## config.mk

```make
export PLATFORM = sky130hd
export DESIGN_NAME = mul_unit
export DESIGN_NICKNAME = d
export VERILOG_FILES = /design/src/rtl/mul_unit.sv
export SDC_FILE = /design/constraint.sdc
export NUM_CORES = 1
export LEC_CHECK = 0
export BUFFER_PORTS_ARGS = -buffer_cell sky130_fd_sc_hd__buf_2
export CAP_MARGIN = 0
export CORE_ASPECT_RATIO = 0.75
export CORE_MARGIN = 2
export CORE_UTILIZATION = 45
export CTS_BUF_LIST = sky130_fd_sc_hd__clkbuf_4 sky130_fd_sc_hd__clkbuf_8 sky130_fd_sc_hd__clkbuf_16
export CTS_CLUSTER_SIZE = 25
export DETAILED_ROUTE_END_ITERATION = 10
export REMOVE_ABC_BUFFERS = 1
export SYNTH_ARGS = -nofsm -noshare
export SYNTH_HDL_FRONTEND = slang
export SYNTH_SLANG_ARGS = --single-unit
```

## constraint.sdc

```tcl
create_clock -name clk -period 10.6 [get_ports clk]
set_input_delay 0.53 -clock clk [delete_from_list [all_inputs] [get_ports clk]]
set_output_delay 0.53 -clock clk [all_outputs]
set_load 0.005 [all_outputs]
```

## src/rtl/mul_unit.sv

```systemverilog
// -----------------------------------------------------------------------------
// mul_unit -- iterative RV32M multiplier (MUL / MULH / MULHSU / MULHU)
//
// Computes the unsigned product of the operand magnitudes with a radix-2
// shift-add loop, one multiplier bit per clock. A final cycle negates the
// 64-bit product if needed and selects the low or high word. The pipeline
// stalls EX on busy and picks up the result on the done pulse.
//
// Ports
//   clk       in   clock; all state updates on the rising edge
//   rst       in   synchronous active-high reset
//   start     in   operation request, sampled only while idle
//   flush     in   synchronous abort; takes priority over start
//   num1      in   multiplicand (rs1), sampled with start
//   num2      in   multiplier (rs2), sampled with start
//   mode_sel  in   0=MUL, 1=MULH, 2=MULHSU, 3=MULHU
//   busy      out  operation in flight
//   done      out  one-cycle pulse; mul_dout valid from this cycle
//   mul_dout  out  result word, held until the next completed operation
//
// Configuration
//   MUL_ZERO_SKIP_EN  when defined, a zero operand bypasses the shift-add
//                     loop and the result is produced one edge after start.
//
// state | meaning
// IDLE  | waiting for start; operands latched on acceptance
// CALC  | shift-add, one multiplier bit per edge, LSB first
// FIX   | apply sign, select word, pulse done
// -----------------------------------------------------------------------------
module mul_unit #(
  parameter int WIDTH = 32
) (
  input  logic             clk,
  input  logic             rst,
  input  logic             start,
  input  logic             flush,
  input  logic [WIDTH-1:0] num1,
  input  logic [WIDTH-1:0] num2,
  input  logic [1:0]       mode_sel,
  output logic             busy,
  output logic             done,
  output logic [WIDTH-1:0] mul_dout
);

  localparam int CW = $clog2(WIDTH);

  typedef enum logic [1:0] {S_IDLE, S_CALC, S_FIX} state_t;

  state_t             state_q, state_d;
  logic [2*WIDTH-1:0] acc_q, acc_d;
  logic [2*WIDTH-1:0] mcand_q, mcand_d;
  logic [WIDTH-1:0]   mplier_q, mplier_d;
  logic [WIDTH-1:0]   dout_q, dout_d;
  logic [CW-1:0]      cnt_q, cnt_d;
  logic [1:0]         mode_q, mode_d;
  logic               neg_q, neg_d;
  logic               done_q, done_d;

  logic               a_signed, b_signed, start_neg;
  logic [WIDTH-1:0]   a_mag, b_mag;
  logic [2*WIDTH-1:0] prod;

  // MULH treats both operands as signed, MULHSU only rs1.
  assign a_signed  = (mode_sel == 2'd1) || (mode_sel == 2'd2);
  assign b_signed  = (mode_sel == 2'd1);
  // -0x80000000 wraps to 0x80000000, which is the correct unsigned magnitude.
  assign a_mag     = (a_signed && num1[WIDTH-1]) ? -num1 : num1;
  assign b_mag     = (b_signed && num2[WIDTH-1]) ? -num2 : num2;
  assign start_neg = (a_signed && num1[WIDTH-1]) ^ (b_signed && num2[WIDTH-1]);
  assign prod      = neg_q ? -acc_q : acc_q;

`ifdef MUL_ZERO_SKIP_EN
  logic zero_op;
  assign zero_op = (num1 == '0) || (num2 == '0);
`endif

  // State register
  always_ff @(posedge clk) begin
    if (rst) state_q <= S_IDLE;
    else     state_q <= state_d;
  end

  // Next-state logic
  always_comb begin
    state_d = state_q;
    if (flush) begin
      state_d = S_IDLE;
    end else begin
      case (state_q)
        S_IDLE: if (start) begin
`ifdef MUL_ZERO_SKIP_EN
          state_d = zero_op ? S_FIX : S_CALC;
`else
          state_d = S_CALC;
`endif
        end
        S_CALC: if (cnt_q == CW'(WIDTH - 1)) state_d = S_FIX;
        S_FIX:  state_d = S_IDLE;
        default: state_d = S_IDLE;
      endcase
    end
  end

  // Outputs
  always_comb begin
    busy     = (state_q != S_IDLE);
    done     = done_q;
    mul_dout = dout_q;
  end

  // Datapath next values
  always_comb begin
    acc_d    = acc_q;
    mcand_d  = mcand_q;
    mplier_d = mplier_q;
    dout_d   = dout_q;
    cnt_d    = cnt_q;
    mode_d   = mode_q;
    neg_d    = neg_q;
    done_d   = 1'b0;
    case (state_q)
      S_IDLE: if (start && !flush) begin
        mode_d   = mode_sel;
        mcand_d  = {{WIDTH{1'b0}}, a_mag};
        mplier_d = b_mag;
        neg_d    = start_neg;
        acc_d    = '0;
        cnt_d    = '0;
      end
      S_CALC: begin
        if (mplier_q[0]) acc_d = acc_q + mcand_q;
        mcand_d  = mcand_q << 1;
        mplier_d = mplier_q >> 1;
        cnt_d    = cnt_q + 1'b1;
      end
      S_FIX: if (!flush) begin
        dout_d = (mode_q == 2'd0) ? prod[WIDTH-1:0] : prod[2*WIDTH-1:WIDTH];
        done_d = 1'b1;
      end
      default: ;
    endcase
  end

  always_ff @(posedge clk) begin
    if (rst) begin
      acc_q    <= '0;
      mcand_q  <= '0;
      mplier_q <= '0;
      dout_q   <= '0;
      cnt_q    <= '0;
      mode_q   <= '0;
      neg_q    <= 1'b0;
      done_q   <= 1'b0;
    end else begin
      acc_q    <= acc_d;
      mcand_q  <= mcand_d;
      mplier_q <= mplier_d;
      dout_q   <= dout_d;
      cnt_q    <= cnt_d;
      mode_q   <= mode_d;
      neg_q    <= neg_d;
      done_q   <= done_d;
    end
  end

endmodule

```

==> reports/qor.txt <==
Result of the run - completed
Maximum clock frequency - 230 MHz
Reg-to-reg endpoint - acc_q[60]$_SDFFE_PP0P_
Largest stage delay, worst path - 560 ps
Clock transition at path regs - 60 ps
Number of instances in the synthesized netlist - 1,848
Startpoint of the worst register-to-register path - acc_q[0]$_SDFFE_PP0P_
Standby leakage power - 0.00637 uW
Initial standard-cell utilization of the core - 0.458
Total count of max-transition violations in the final report - 0
Fraction of layout instances using a drive strength above 1 - 0.100
Largest net degree at the start of global routing - 89
Area of the mapped netlist - 13,800 sq um
Mean instance size in the synthesized netlist - 7.49 sq um
Final nets - 2,012
Std cell rows - 55
Clock tree from TritonCTS - built
Synth Warn # - 0
Max Buffers Root-to-Sink - 3
Cell taking the most area after synthesis - sky130_fd_sc_hd__dfxtp_1
Worst hold endpoint - state_q[0]$_SDFFE_PP0P_
Vias post-DR - 13,679
Sum of internal, switching and leakage power - 1860 uW
Number of antenna violations at the first check in global routing - 2
Clock tree skew after final layout - 18.5 ps
Crit path DAT - 4780 ps
Register share of total power - 0.425
Area contributors post-synth - sky130_fd_sc_hd__dfxtp_1, sky130_fd_sc_hd__a21oi_1, sky130_fd_sc_hd__nand2_1, sky130_fd_sc_hd__ha_1, sky130_fd_sc_hd__xnor2_1
Post-DP HPWL - 32.0 mm
Worst Hold Class - in2reg
Final Hold Fails - 0
Number of primary I/O pins - 104
Global-route wire length before repair - 68.2 mm
Residual overflow from global routing - 0
VDD IR max - 0.0000976 V
Utilization of the core after routing - 0.510
Routed length per placed instance - 18.8 microns
Via count of the first global-routing pass - 12,275
Synth top cells by count - sky130_fd_sc_hd__nand2_1, sky130_fd_sc_hd__a21oi_1, sky130_fd_sc_hd__dfxtp_1, sky130_fd_sc_hd__nor2_1, sky130_fd_sc_hd__o21ai_0
Number of flops mapped to enable cells by yosys - 0
Final clock period utilization by the worst path - 0.410
Worst Max-Slew Pin Slew - 1100 ps
Final GP Congestion - 0.912
Sum of negative setup slack - 0 ps
Die Width - 206 microns
Remaining antenna violation count after routing - 0
Psw - 489 uW
Drt first-iter violations - 1,332
Worst path slowest cell - sky130_fd_sc_hd__nor3b_1
Gates resized, CTS repair - 0
Min cycle time layout - 4350 ps
Critical path capture point type - register
Combinational share of power - 0.101
Nature of the critical path startpoint - register
Setup ws final - 6250 ps
Total of endpoints with negative setup slack in the final report - 0
Number of remaining DRC errors - 0
Clock latency reported for the late side of the worst-skew pair - 540 ps
Cell area power density - 121 nW/um^2
Number of flip-flops and latches in the synthesized netlist - 203
Sum of routed wire length over all layers - 43.1 mm
Area of the die - 32,200 sq um
Internal portion of total power - 1370 uW
Total CTS buffers - 24
Reg-to-reg slack, setup - 6250 ps
Average vias per placed instance - 5.97
Layout overhead on the synthesized area - 11.3%
GRT Overall Usage - 0.265
Drt pass-1 iters - 6
Worst EP required - 11,040 ps
Fraction of synthesized cell area taken by the top area cell type - 0.294
DIE HEIGHT - 156 microns
Prevailing post-synth register cell - sky130_fd_sc_hd__dfxtp_1
Number of distinct library cells after synthesis - 67
Placeable Area - 30,200 sq um
Switching Fraction - 0.263
Unrepaired setup endpoints after global routing - no
Hold Startpoint - flush
CTS sink count - 203
H-tree levels - 1
Async set-or-reset flop fraction in the synthesized netlist - 0
Max cap viols - 0
Clock share of power - 0.473
Sequential element share of the synthesized area - 0.294
Relative slew slack - 0.268
Worst hold path depth - 2
Cell with the most instances after synthesis - sky130_fd_sc_hd__nand2_1
Port Buffer Count - 103
Hold buffer count at CTS - 0
Cell at the root of the clock tree - sky130_fd_sc_hd__clkbuf_16
Worst R2R Path Depth - 14
Post-CTS setup buffer count - 0
Start-to-end type of the worst setup path - reg2reg
Pre-CTS setup slack - 6400 ps
Critical path, cell by cell - ha_1 > inv_1 > fa_1 > nor2b_1 > o2111ai_1 > a211oi_1 > o21ai_0 > a21oi_1 > a21oi_1 > o31a_1 > o21ai_0 > nor3b_1 > mux2i_1 > a21o_1
Final hold slack - 233 ps
Crit Path Max Fanout - 5
[metal layers]
| layer | track usage | vias up | routed length, microns |
|---|---|---|---|
| met1 | 0.417 | 6453 | 22200 |
| met2 | 0.374 | 443 | 17000 |
| met5 | 0 | - | 0 |
| li1 | - | 6741 | - |
| met4 | 0.0422 | 0 | 554 |
| met3 | 0.0495 | 42 | 3380 |
[area by class of cell]
type | instances | area, sq um
antenna | 2 | 5.00
fill | 3023 | 14800
tap | 399 | 499
sequential | 203 | 4070
clock buffer | 29 | 674
timing repair buffer | 121 | 653
clock inverter | 15 | 165
inverter | 31 | 116
multi-input combinational | 1491 | 9220
[cells in the final DEF, fill, tap and decap left out, types with 5 or more instances in the layout]
cell type / synthesis / final
sky130_fd_sc_hd__nor4_1: 12 / 12
sky130_fd_sc_hd__nand4_1: 23 / 23
sky130_fd_sc_hd__o31ai_1: 29 / 29
sky130_fd_sc_hd__a21o_1: 46 / 46
sky130_fd_sc_hd__inv_1: 31 / 31
sky130_fd_sc_hd__nand2b_1: 14 / 14
sky130_fd_sc_hd__o21ai_0: 117 / 117
sky130_fd_sc_hd__nor3_1: 40 / 39
sky130_fd_sc_hd__and2_1: 7 / 7
sky130_fd_sc_hd__a31oi_1: 18 / 18
sky130_fd_sc_hd__and3_1: 9 / 9
sky130_fd_sc_hd__buf_2: 1 / 102
sky130_fd_sc_hd__buf_4: 0 / 19
sky130_fd_sc_hd__or4_1: 10 / 10
sky130_fd_sc_hd__nand3b_1: 5 / 5
sky130_fd_sc_hd__nand3_1: 66 / 66
sky130_fd_sc_hd__a22o_1: 10 / 10
sky130_fd_sc_hd__or3_1: 18 / 18
sky130_fd_sc_hd__nor2b_1: 7 / 6
sky130_fd_sc_hd__xor2_1: 75 / 75
sky130_fd_sc_hd__clkbuf_16: 0 / 25
sky130_fd_sc_hd__o41ai_1: 11 / 11
sky130_fd_sc_hd__nor3b_1: 6 / 6
sky130_fd_sc_hd__a22oi_1: 82 / 82
sky130_fd_sc_hd__o211ai_1: 14 / 14
sky130_fd_sc_hd__a21oi_1: 213 / 213
sky130_fd_sc_hd__dfxtp_1: 203 / 202
sky130_fd_sc_hd__a211oi_1: 11 / 11
sky130_fd_sc_hd__or2_2: 6 / 6
sky130_fd_sc_hd__o21bai_1: 12 / 12
sky130_fd_sc_hd__nand2_1: 272 / 272
sky130_fd_sc_hd__o21a_1: 16 / 16
sky130_fd_sc_hd__ha_1: 69 / 69
sky130_fd_sc_hd__nor2_1: 123 / 121
sky130_fd_sc_hd__clkinv_2: 0 / 7
sky130_fd_sc_hd__xnor2_1: 90 / 90
[cells by family after synthesis]
family          count (synthesis)  synth area share
simple gates                  627             0.207
mux                             4           0.00298
buf+inv                       154            0.0424
fa+ha+maj                      70            0.0639
xor+xnor                      165             0.104
compound gates                625             0.285
flops                         203             0.294
[power groups by stage]
stage | clock network [uW] | logic [uW] | registers [uW]
after floorplan | 0 | 116 | 807
after detailed placement | 0 | 187 | 809
after global placement | 0 | 186 | 808
final | 881 | 189 | 792
after global routing | 924 | 210 | 793
after CTS | 893 | 188 | 792
[flip-flops by register name (all words and copies together), names as in the netlist]
| register | cells |
|---|---|
| done | 1 |
| cnt_q | 5 |
| mcand_q | 64 |
| neg_q | 1 |
| acc_q | 64 |
| mul_dout | 32 |
| mplier_q | 32 |
| mode_q | 2 |
| state_q | 2 |
[how the worst max path moves through the flow]
stage	startpoint	endpoint	slack, ps	cells after the start
after floorplan	flush	mcand_q[1]$_SDFFE_PP0P_	600	4
after global placement	acc_q[2]$_SDFFE_PP0P_	acc_q[61]$_SDFFE_PP0P_	6540	12
after detailed placement	acc_q[0]$_SDFFE_PP0P_	acc_q[54]$_SDFFE_PP0P_	6400	14
after CTS	acc_q[0]$_SDFFE_PP0P_	acc_q[54]$_SDFFE_PP0P_	6350	14
after global routing	acc_q[0]$_SDFFE_PP0P_	acc_q[54]$_SDFFE_PP0P_	5930	14
final	acc_q[0]$_SDFFE_PP0P_	acc_q[60]$_SDFFE_PP0P_	6250	14
[critical path: cells and delay by family, from the launching register on]
| kind | cells | cell delay [ps] |
|---|---|---|
| flip-flops | 1 | 410 |
| AND/OR/NAND/NOR | 2 | 740 |
| adder cells (fa/ha/maj) | 2 | 620 |
| AO/OA/AOI/OAI | 8 | 2260 |
| multiplexers | 1 | 160 |
| buffers and inverters | 1 | 60 |
[metrics by stage]
| step | cell area, sq um | std cells |
|---|---|---|
| CTS | 15400 | 2289 |
| global placement | 14600 | 2245 |
| finish | 15400 | 2291 |
| global route | 15400 | 2290 |
| floorplan | 13400 | 1725 |
| detailed placement | 14600 | 2245 |
No activity file was read; power rests on OpenSTA's default activity.
